--- src/rtl/cache_line_ctrl_if.sv ---
// Request, line-status and refill-command bundle between the requesters,
// the cache_line instances and the replacement controller.
interface cache_line_ctrl_if #(
  parameter int unsigned ADDRBITS = 32,
  parameter int unsigned LSBBITS  = 7,
  parameter int unsigned LINES    = 4,
  parameter int unsigned TTLBITS  = 8
);
  logic [ADDRBITS-1:0]         dcache_rdaddr;
  logic                        dcache_rdreq;
  logic [ADDRBITS-1:0]         dcache_wraddr;
  logic                        dcache_wrreq;
  logic [ADDRBITS-1:0]         icache_rdaddr;
  logic                        icache_rdreq;
  logic [LINES-1:0]            line_miss;
  logic [LINES-1:0]            line_dirty;
  logic [LINES*TTLBITS-1:0]    line_ttl;
  logic [LINES-1:0]            line_ready;
  logic [LINES-1:0]            line_flush;
  logic [LINES-1:0]            line_fill;
  logic [ADDRBITS-LSBBITS-1:0] cache_new_region;
  logic                        miss_stall;
  logic                        flush_all_req;
  logic                        flush_all_done;
  logic [15:0]                 refill_count;
  logic                        ctrl_error;

  // Requester / cache-line side
  modport master (
    output dcache_rdaddr, dcache_rdreq, dcache_wraddr, dcache_wrreq,
    output icache_rdaddr, icache_rdreq, flush_all_req,
    output line_miss, line_dirty, line_ttl, line_ready,
    input  line_flush, line_fill, cache_new_region, miss_stall,
    input  flush_all_done, refill_count, ctrl_error
  );

  // Controller side
  modport slave (
    input  dcache_rdaddr, dcache_rdreq, dcache_wraddr, dcache_wrreq,
    input  icache_rdaddr, icache_rdreq, flush_all_req,
    input  line_miss, line_dirty, line_ttl, line_ready,
    output line_flush, line_fill, cache_new_region, miss_stall,
    output flush_all_done, refill_count, ctrl_error
  );
endinterface

--- src/rtl/cache_line_ctrl.sv ---
// Replacement/refill controller for the hybrid cache: detects a global miss,
// evicts the lowest-TTL line with a fill (plus flush when dirty), and
// sequences a write-back of every dirty line on a flush-all request.
module cache_line_ctrl #(
  parameter int unsigned ADDRBITS   = 32,
  parameter int unsigned LSBBITS    = 7,
  parameter int unsigned LINES      = 4,
  parameter int unsigned LINEBITS   = 2,
  parameter int unsigned TTLBITS    = 8,
  parameter logic [15:0] REFILL_SAT = 16'hFFFF
) (
  input logic              clk,
  input logic              reset,
  cache_line_ctrl_if.slave bus
);
  localparam int unsigned REGBITS = ADDRBITS - LSBBITS;
  localparam int unsigned IDXBITS = LINEBITS + 1;
  localparam int unsigned CNTBITS = 16;
  localparam int unsigned TMOBITS = 3;

  typedef enum logic [2:0] {
    S_IDLE, S_SELECT, S_ISSUE, S_WAIT_BUSY, S_WAIT_READY, S_FA_NEXT
  } state_t;

  state_t               r_state,      w_state_nxt;
  logic [REGBITS-1:0]   r_region,     w_region_nxt;
  logic [REGBITS-1:0]   r_new_region, w_new_region_nxt;
  logic [LINEBITS-1:0]  r_victim,     w_victim_nxt;
  logic [IDXBITS-1:0]   r_fa_idx,     w_fa_idx_nxt;
  logic                 r_fa_pend,    w_fa_pend_nxt;
  logic                 r_fa_active,  w_fa_active_nxt;
  logic [TMOBITS-1:0]   r_busy_cnt,   w_busy_cnt_nxt;
  logic [LINES-1:0]     r_flush,      w_flush_nxt;
  logic [LINES-1:0]     r_fill,       w_fill_nxt;
  logic                 r_stall,      w_stall_nxt;
  logic                 r_done,       w_done_nxt;
  logic [CNTBITS-1:0]   r_count,      w_count_nxt;
  logic                 r_error,      w_error_nxt;

  logic                 w_req_any;
  logic                 w_global_miss;
  logic [REGBITS-1:0]   w_req_region;
  logic [LINEBITS-1:0]  w_min_idx;
  logic [TTLBITS-1:0]   w_min_ttl;
  logic [LINEBITS-1:0]  w_fa_line;
  logic                 w_vic_ready;
  logic                 w_release;

  assign w_fa_line   = r_fa_idx[LINEBITS-1:0];
  assign w_vic_ready = bus.line_ready[r_victim];

  // Global miss detection and request priority (write > data read > ifetch)
  always_comb begin
    w_req_any     = bus.dcache_wrreq | bus.dcache_rdreq | bus.icache_rdreq;
    w_global_miss = w_req_any & (&bus.line_miss) & (&bus.line_ready);
    if (bus.dcache_wrreq)
      w_req_region = bus.dcache_wraddr[ADDRBITS-1:LSBBITS];
    else if (bus.dcache_rdreq)
      w_req_region = bus.dcache_rdaddr[ADDRBITS-1:LSBBITS];
    else
      w_req_region = bus.icache_rdaddr[ADDRBITS-1:LSBBITS];
  end

  // Minimum-TTL victim search; strict compare keeps the lowest index on ties
  always_comb begin
    w_min_idx = '0;
    w_min_ttl = bus.line_ttl[TTLBITS-1:0];
    for (int i = 1; i < int'(LINES); i++) begin
      if (bus.line_ttl[i*TTLBITS +: TTLBITS] < w_min_ttl) begin
        w_min_ttl = bus.line_ttl[i*TTLBITS +: TTLBITS];
        w_min_idx = LINEBITS'(i);
      end
    end
  end

  // Next-state and registered-output computation
  always_comb begin
    w_state_nxt      = r_state;
    w_region_nxt     = r_region;
    w_new_region_nxt = r_new_region;
    w_victim_nxt     = r_victim;
    w_fa_idx_nxt     = r_fa_idx;
    w_fa_pend_nxt    = r_fa_pend | bus.flush_all_req;
    w_fa_active_nxt  = r_fa_active;
    w_busy_cnt_nxt   = r_busy_cnt;
    w_flush_nxt      = '0;
    w_fill_nxt       = '0;
    w_stall_nxt      = r_stall;
    w_done_nxt       = 1'b0;
    w_count_nxt      = r_count;
    w_error_nxt      = r_error;
    w_release        = 1'b0;

    case (r_state)
      S_IDLE: begin
        if (w_global_miss) begin
          w_region_nxt = w_req_region;
          w_stall_nxt  = 1'b1;
          w_state_nxt  = S_SELECT;
        end else if (r_fa_pend) begin
          w_fa_idx_nxt    = '0;
          w_fa_active_nxt = 1'b1;
          w_stall_nxt     = 1'b1;
          w_state_nxt     = S_FA_NEXT;
        end
      end
      // Pulses are registered here so they are visible during ISSUE
      S_SELECT: begin
        w_victim_nxt           = w_min_idx;
        w_new_region_nxt       = r_region;
        w_fill_nxt[w_min_idx]  = 1'b1;
        w_flush_nxt[w_min_idx] = bus.line_dirty[w_min_idx];
        if (r_count != REFILL_SAT)
          w_count_nxt = r_count + CNTBITS'(1);
        w_state_nxt = S_ISSUE;
      end
      S_ISSUE: begin
        w_busy_cnt_nxt = '0;
        w_state_nxt    = S_WAIT_BUSY;
      end
      S_WAIT_BUSY: begin
        if (!w_vic_ready) begin
          w_state_nxt = S_WAIT_READY;
        end else if (r_busy_cnt == TMOBITS'(3)) begin
          w_error_nxt = 1'b1;
          w_release   = 1'b1;
        end else begin
          w_busy_cnt_nxt = r_busy_cnt + TMOBITS'(1);
        end
      end
      S_WAIT_READY: begin
        if (w_vic_ready)
          w_release = 1'b1;
      end
      S_FA_NEXT: begin
        if (r_fa_idx == IDXBITS'(LINES)) begin
          w_done_nxt      = 1'b1;
          w_fa_pend_nxt   = 1'b0;
          w_fa_active_nxt = 1'b0;
          w_stall_nxt     = 1'b0;
          w_state_nxt     = S_IDLE;
        end else if (bus.line_dirty[w_fa_line]) begin
          w_victim_nxt           = w_fa_line;
          w_flush_nxt[w_fa_line] = 1'b1;
          w_state_nxt            = S_ISSUE;
        end else begin
          w_fa_idx_nxt = r_fa_idx + IDXBITS'(1);
        end
      end
      default: w_state_nxt = S_IDLE;
    endcase

    // Handshake finished (or timed out): resume flush-all or release stall
    if (w_release) begin
      if (r_fa_active) begin
        w_fa_idx_nxt = r_fa_idx + IDXBITS'(1);
        w_state_nxt  = S_FA_NEXT;
      end else begin
        w_stall_nxt = 1'b0;
        w_state_nxt = S_IDLE;
      end
    end
  end

  // State and output registers; reset aborts any operation in flight
  always_ff @(posedge clk or posedge reset) begin
    if (reset) begin
      r_state      <= S_IDLE;
      r_region     <= '0;
      r_new_region <= '0;
      r_victim     <= '0;
      r_fa_idx     <= '0;
      r_fa_pend    <= 1'b0;
      r_fa_active  <= 1'b0;
      r_busy_cnt   <= '0;
      r_flush      <= '0;
      r_fill       <= '0;
      r_stall      <= 1'b0;
      r_done       <= 1'b0;
      r_count      <= '0;
      r_error      <= 1'b0;
    end else begin
      r_state      <= w_state_nxt;
      r_region     <= w_region_nxt;
      r_new_region <= w_new_region_nxt;
      r_victim     <= w_victim_nxt;
      r_fa_idx     <= w_fa_idx_nxt;
      r_fa_pend    <= w_fa_pend_nxt;
      r_fa_active  <= w_fa_active_nxt;
      r_busy_cnt   <= w_busy_cnt_nxt;
      r_flush      <= w_flush_nxt;
      r_fill       <= w_fill_nxt;
      r_stall      <= w_stall_nxt;
      r_done       <= w_done_nxt;
      r_count      <= w_count_nxt;
      r_error      <= w_error_nxt;
    end
  end

  assign bus.line_flush       = r_flush;
  assign bus.line_fill        = r_fill;
  assign bus.cache_new_region = r_new_region;
  assign bus.miss_stall       = r_stall;
  assign bus.flush_all_done   = r_done;
  assign bus.refill_count     = r_count;
  assign bus.ctrl_error       = r_error;
endmodule

--- src/flat_wrapper.sv ---
// flat-port wrapper written by rule: the top's interface ports become plain ports
module cache_line_ctrl_flat 
#(
  parameter int unsigned ADDRBITS   = 32,
  parameter int unsigned LSBBITS    = 7,
  parameter int unsigned LINES      = 4,
  parameter int unsigned LINEBITS   = 2,
  parameter int unsigned TTLBITS    = 8,
  parameter logic [15:0] REFILL_SAT = 16'hFFFF
)
  (clk, reset, bus_dcache_rdaddr, bus_dcache_rdreq, bus_dcache_wraddr, bus_dcache_wrreq, bus_icache_rdaddr, bus_icache_rdreq, bus_flush_all_req, bus_line_miss, bus_line_dirty, bus_line_ttl, bus_line_ready, bus_line_flush, bus_line_fill, bus_cache_new_region, bus_miss_stall, bus_flush_all_done, bus_refill_count, bus_ctrl_error);
  cache_line_ctrl_if #(.ADDRBITS(ADDRBITS), .LSBBITS(LSBBITS), .LINES(LINES), .TTLBITS(TTLBITS)) bus_i ();
  input logic clk;
  input logic reset;
  input wire logic [$bits(bus_i.dcache_rdaddr)-1:0] bus_dcache_rdaddr;
  input wire logic [$bits(bus_i.dcache_rdreq)-1:0] bus_dcache_rdreq;
  input wire logic [$bits(bus_i.dcache_wraddr)-1:0] bus_dcache_wraddr;
  input wire logic [$bits(bus_i.dcache_wrreq)-1:0] bus_dcache_wrreq;
  input wire logic [$bits(bus_i.icache_rdaddr)-1:0] bus_icache_rdaddr;
  input wire logic [$bits(bus_i.icache_rdreq)-1:0] bus_icache_rdreq;
  input wire logic [$bits(bus_i.flush_all_req)-1:0] bus_flush_all_req;
  input wire logic [$bits(bus_i.line_miss)-1:0] bus_line_miss;
  input wire logic [$bits(bus_i.line_dirty)-1:0] bus_line_dirty;
  input wire logic [$bits(bus_i.line_ttl)-1:0] bus_line_ttl;
  input wire logic [$bits(bus_i.line_ready)-1:0] bus_line_ready;
  output wire logic [$bits(bus_i.line_flush)-1:0] bus_line_flush;
  output wire logic [$bits(bus_i.line_fill)-1:0] bus_line_fill;
  output wire logic [$bits(bus_i.cache_new_region)-1:0] bus_cache_new_region;
  output wire logic [$bits(bus_i.miss_stall)-1:0] bus_miss_stall;
  output wire logic [$bits(bus_i.flush_all_done)-1:0] bus_flush_all_done;
  output wire logic [$bits(bus_i.refill_count)-1:0] bus_refill_count;
  output wire logic [$bits(bus_i.ctrl_error)-1:0] bus_ctrl_error;
  assign bus_i.dcache_rdaddr = bus_dcache_rdaddr;
  assign bus_i.dcache_rdreq = bus_dcache_rdreq;
  assign bus_i.dcache_wraddr = bus_dcache_wraddr;
  assign bus_i.dcache_wrreq = bus_dcache_wrreq;
  assign bus_i.icache_rdaddr = bus_icache_rdaddr;
  assign bus_i.icache_rdreq = bus_icache_rdreq;
  assign bus_i.flush_all_req = bus_flush_all_req;
  assign bus_i.line_miss = bus_line_miss;
  assign bus_i.line_dirty = bus_line_dirty;
  assign bus_i.line_ttl = bus_line_ttl;
  assign bus_i.line_ready = bus_line_ready;
  assign bus_line_flush = bus_i.line_flush;
  assign bus_line_fill = bus_i.line_fill;
  assign bus_cache_new_region = bus_i.cache_new_region;
  assign bus_miss_stall = bus_i.miss_stall;
  assign bus_flush_all_done = bus_i.flush_all_done;
  assign bus_refill_count = bus_i.refill_count;
  assign bus_ctrl_error = bus_i.ctrl_error;
  cache_line_ctrl #(.ADDRBITS(ADDRBITS), .LSBBITS(LSBBITS), .LINES(LINES), .LINEBITS(LINEBITS), .TTLBITS(TTLBITS), .REFILL_SAT(REFILL_SAT)) u_core (.clk(clk), .reset(reset), .bus(bus_i));
endmodule
--- config.mk ---
export PLATFORM = sky130hd
export DESIGN_NAME = cache_line_ctrl_flat
export DESIGN_NICKNAME = d
export VERILOG_FILES = /design/src/rtl/cache_line_ctrl_if.sv /design/src/rtl/cache_line_ctrl.sv /design/src/flat_wrapper.sv
export SDC_FILE = /design/constraint.sdc
export NUM_CORES = 1
export LEC_CHECK = 0
export ABC_AREA = 1
export CORE_ASPECT_RATIO = 0.6
export CORE_MARGIN = 3
export CORE_UTILIZATION = 30
export DETAILED_ROUTE_END_ITERATION = 10
export GPL_TIMING_DRIVEN = 0
export PLACE_DENSITY_LB_ADDON = 0.08
export SLEW_MARGIN = 15
export SYNTH_ARGS = -nofsm -noshare
export SYNTH_HDL_FRONTEND = slang
export SYNTH_SLANG_ARGS = --single-unit
--- constraint.sdc ---
create_clock -name clk -period 4.3 [get_ports clk]
set_input_delay 0.645 -clock clk [delete_from_list [all_inputs] [get_ports clk]]
set_output_delay 0.645 -clock clk [all_outputs]
set_load 0.02 [all_outputs]
==> results.md <==
* Die height at 107.7 um
* DRT Pass-1 Iters at 5
* P&R area growth vs syn at 53.84%
* Arrival time at the worst endpoint at 4.39 ns
* Period utilization at 0.9694
* Count of input and output buffers at 174
* Max Clock Skew at a little over 0.007 ns
* Slowest CP cell: ha_1
* Via density at 4.621
* Int Pwr at 1.981 mW
* # IOs at 198
* Mapped Nets at 820
* Clock tree from TritonCTS: yes
* Critical Path Start: bus_line_ttl[7]
* Peak VDD IR at approximately 0.18 mV
* Leading cell types in the layout, fill and taps excluded: nand2_1 (209), clkdlybuf4s50_1 (159), dfrtp_1 (90)
* Fraction of registers with async set/reset at 1.000
* Core Region at around 0.017 mm^2
* Fin. Hold Viols at 0
* Synth cell types at 32
* Reg2reg path depth at 11
* Yosys warnings at 0
* Fill count at 1596
* Worst Setup EP: u_core.bus.line_flush[2]$_DFF_PP0_
* Antenna Cells at 0
* Largest net degree at the start of global routing at slightly below 60
* Final WS setup at 0.1316 ns
* Cts hold-fix bufs at 0
* Vias in the first global route at about 4800
* Crit path depth at 28
* Most area-consuming cells after synthesis: dfrtp_1 (44%), nand2_1 (16%), ha_1 (6.8%), o21ai_0 (5.4%), mux2i_1 (4.8%)
* Pwr/cell area at roughly 400 mW/mm^2
* Min Tclk post-route at 4.168 ns
* Seq/Total Area, Yosys at 0.4357
* Max FO, Critical Path at 7
* Clk_lat worst skew at 0.34 ns
* Reg2reg end: u_core.bus.refill_count[13]$_DFFE_PP0P_
* Fin nets at 1033
* Max Buffers Root-to-Sink at 2
* Top delay family on crit path: simple AND/OR/NAND/NOR gates
* Comb pwr share at 0.408
* Fmax at 239.9 MHz
* Num CTS Buffers at 9
* Gpl congestion at 0.9134
* Final setup viols at 0
* Number of clock sinks at 90
* Area leader, netlist: dfrtp_1
* # DRC at 0
* Worst R2R Setup Slack at 1.89 ns
* Status: completed
* Global-route wire length before repair at 25860 um
* Die X at between 150 and 200 um
* Critical path's largest stage delay at 0.30 ns
* Hold WS at 0.4699 ns
* Via count at about 5000
* Psw at 1.211 mW
* Power share of the sequential group at 0.340
* Layout cell share with drive strength beyond 1 at 0.1192
* Switching Fraction at 0.3795
* Reg clk slew, reported paths at 0.07 ns
* Required @ worst endpoint at 4.52 ns
* Leading cell type in the layout, fill and taps excluded: nand2_1
* Crit path kind: in2reg
* Post-synth EDFFs at 0
* Leak Pwr at 3.757 nW
* Max Slew Vio Count at 0
* Initial Utilization at 0.3127
* DIE AREA at 0.01889 mm^2
* Total gr overflow at 0
* Syn avg cell area at 8.001 um^2
* CTS H-tree lvls at 3
* Syn Std Cell Area at roughly 0.0052 mm^2
* CTS root buf: clkbuf_16
* Syn Inst Count at roughly 650
* Setup WS pre-CTS at -1.521 ns
* Routed Antenna Nets at 0
* WL final at ~17000 um
* Worst slew margin at 0.4885
* Wirelength per Cell at approximately 16 um
* Critical Path Most Common Cell: nand2_1
* R2R Path Start: u_core.r_state[0]$_DFFE_PP0P_
* Ys flop type: dfrtp_1
* HP Class: reg2reg
* Number of synthesized register bits at 90
* Antenna violations before repair at 0
* WP buf/inv at 6
* Yosys top cell area share at 0.4357
* Crit end category: flip-flop
* Initial DRC Count at 323
* Clock Power Share at 0.252
* Row cnt at 36
* Max-Cap Viols at 0
* Slew at the pin closest to its max-slew limit at 0.7672 ns
* Detailed placement HPWL at 13200 um
* GRT Util Overall at 0.1738
* Crit start category: primary input
==> worst min-delay path, cell delays in order, from the launching register on <==
cell and delay (ns):
dfrtp_1 0.34, nand2_1 0.05, nand2_1 0.04
==> state kept, by name, summed over array words and instances (netlist names) <==
| signal | flops |
|---|---|
| u_core.r_fa_pend | 1 |
| u_core.bus.cache_new_region | 25 |
| u_core.r_busy_cnt | 3 |
| u_core.r_victim | 2 |
| u_core.r_fa_active | 1 |
| u_core.bus.flush_all_done | 1 |
| u_core.bus.ctrl_error | 1 |
| u_core.bus.line_flush | 4 |
| u_core.bus.line_fill | 4 |
| u_core.bus.miss_stall | 1 |
| u_core.r_region | 25 |
| u_core.bus.refill_count | 16 |
| u_core.r_state | 3 |
| u_core.r_fa_idx | 3 |
==> routing by layer <==
layer  track usage  up-vias  routed length (um)
li1              -     2533                   -
met4       0.03331        0                 123
met3       0.03383        9                 734
met2        0.2459      112                7311
met5             0        -                   0
met1        0.2726     2392                8865
==> Yosys cell counts, drive strengths merged (6+ instances only) <==
| library cell | instances |
|---|---|
| a21oi | 12 |
| clkbuf | 20 |
| dfrtp | 90 |
| ha | 28 |
| inv | 58 |
| mux2i | 25 |
| nand2 | 227 |
| nand3 | 18 |
| nand4 | 6 |
| nor2 | 40 |
| nor3 | 6 |
| o21a | 27 |
| o21ai | 57 |
| xor2 | 10 |
==> what timing repair did <==
action | CTS | global route
endpoints found under the hold margin | 0 | 0
cloned | 2 | 0
pin swaps | 31 | 18
setup endpoints to repair | 10 | 10
buffers inserted | 21 | 4
gates resized for setup | 55 | 24
==> worst min-delay path by stage <==
stage / start / end / slack (ns) / cells after the start
4_1_cts: u_core.bus.cache_new_region[1]$_DFFE_PP0P_ / u_core.bus.cache_new_region[1]$_DFFE_PP0P_ / 0.47 / 2
6_report: u_core.bus.cache_new_region[2]$_DFFE_PP0P_ / u_core.bus.cache_new_region[2]$_DFFE_PP0P_ / 0.47 / 2
3_5_place_dp: u_core.bus.ctrl_error$_DFFE_PP0P_ / u_core.bus.ctrl_error$_DFFE_PP0P_ / 0.46 / 2
5_1_grt: u_core.bus.cache_new_region[8]$_DFFE_PP0P_ / u_core.bus.cache_new_region[8]$_DFFE_PP0P_ / 0.50 / 2
2_1_floorplan: u_core.r_region[20]$_DFFE_PP0P_ / u_core.bus.cache_new_region[20]$_DFFE_PP0P_ / 0.45 / 2
3_3_place_gp: u_core.bus.cache_new_region[1]$_DFFE_PP0P_ / u_core.bus.cache_new_region[1]$_DFFE_PP0P_ / 0.45 / 2
==> stage by stage <==
step / setup TNS [ns] / std cells / power, mW / utilization / area [um^2]
after global placement: -28.77 / 1048 / 2.258 / 0.4356 / 7201
after global routing: -0.02910 / 1092 / 3.409 / 0.4810 / 7951
final: 0 / 1092 / 3.192 / 0.4810 / 7951
after CTS: 0 / 1088 / 3.182 / 0.4740 / 7836
after floorplan: 0 / 646 / 1.794 / - / 5174
after detailed placement: -13.96 / 1049 / 2.287 / 0.4374 / 7231
==> power groups by stage <==
stage               sequential [mW]  combinational [mW]  clock [mW]
detailed placement             1.10                1.19           0
finish                         1.08                1.30       0.805
global route                   1.10                1.45       0.860
CTS                            1.08                1.27       0.826
global placement               1.09                1.16           0
floorplan                      1.16               0.637           0
==> logic make-up (layout without fill, tap and decap cells) <==
logic type	after synthesis	in the layout	synth area share
and+or+nand+nor	299	299	0.2392
buffers and inverters	80	298	0.05810
AOI/OAI and AO/OA	109	109	0.1254
adders and majority gates	28	28	0.06778
DFF	90	90	0.4357
xor gates and xnor gates	15	15	0.02542
muxes	25	25	0.04841
==> final cells by class <==
cell class | count | area [um^2] | area share
inverter | 59 | 224.0 | 0.02817
sequential | 90 | 2252 | 0.2832
clock buffer | 9 | 225.2 | 0.02832
buffer | 21 | 110.1 | 0.01385
multi-input combinational | 476 | 2816 | 0.3542
timing repair buffer | 202 | 1963 | 0.2469
tap | 228 | 285.3 | 0.03588
clock inverter | 7 | 75.07 | 0.009441
(Power assumes the default switching activity.)
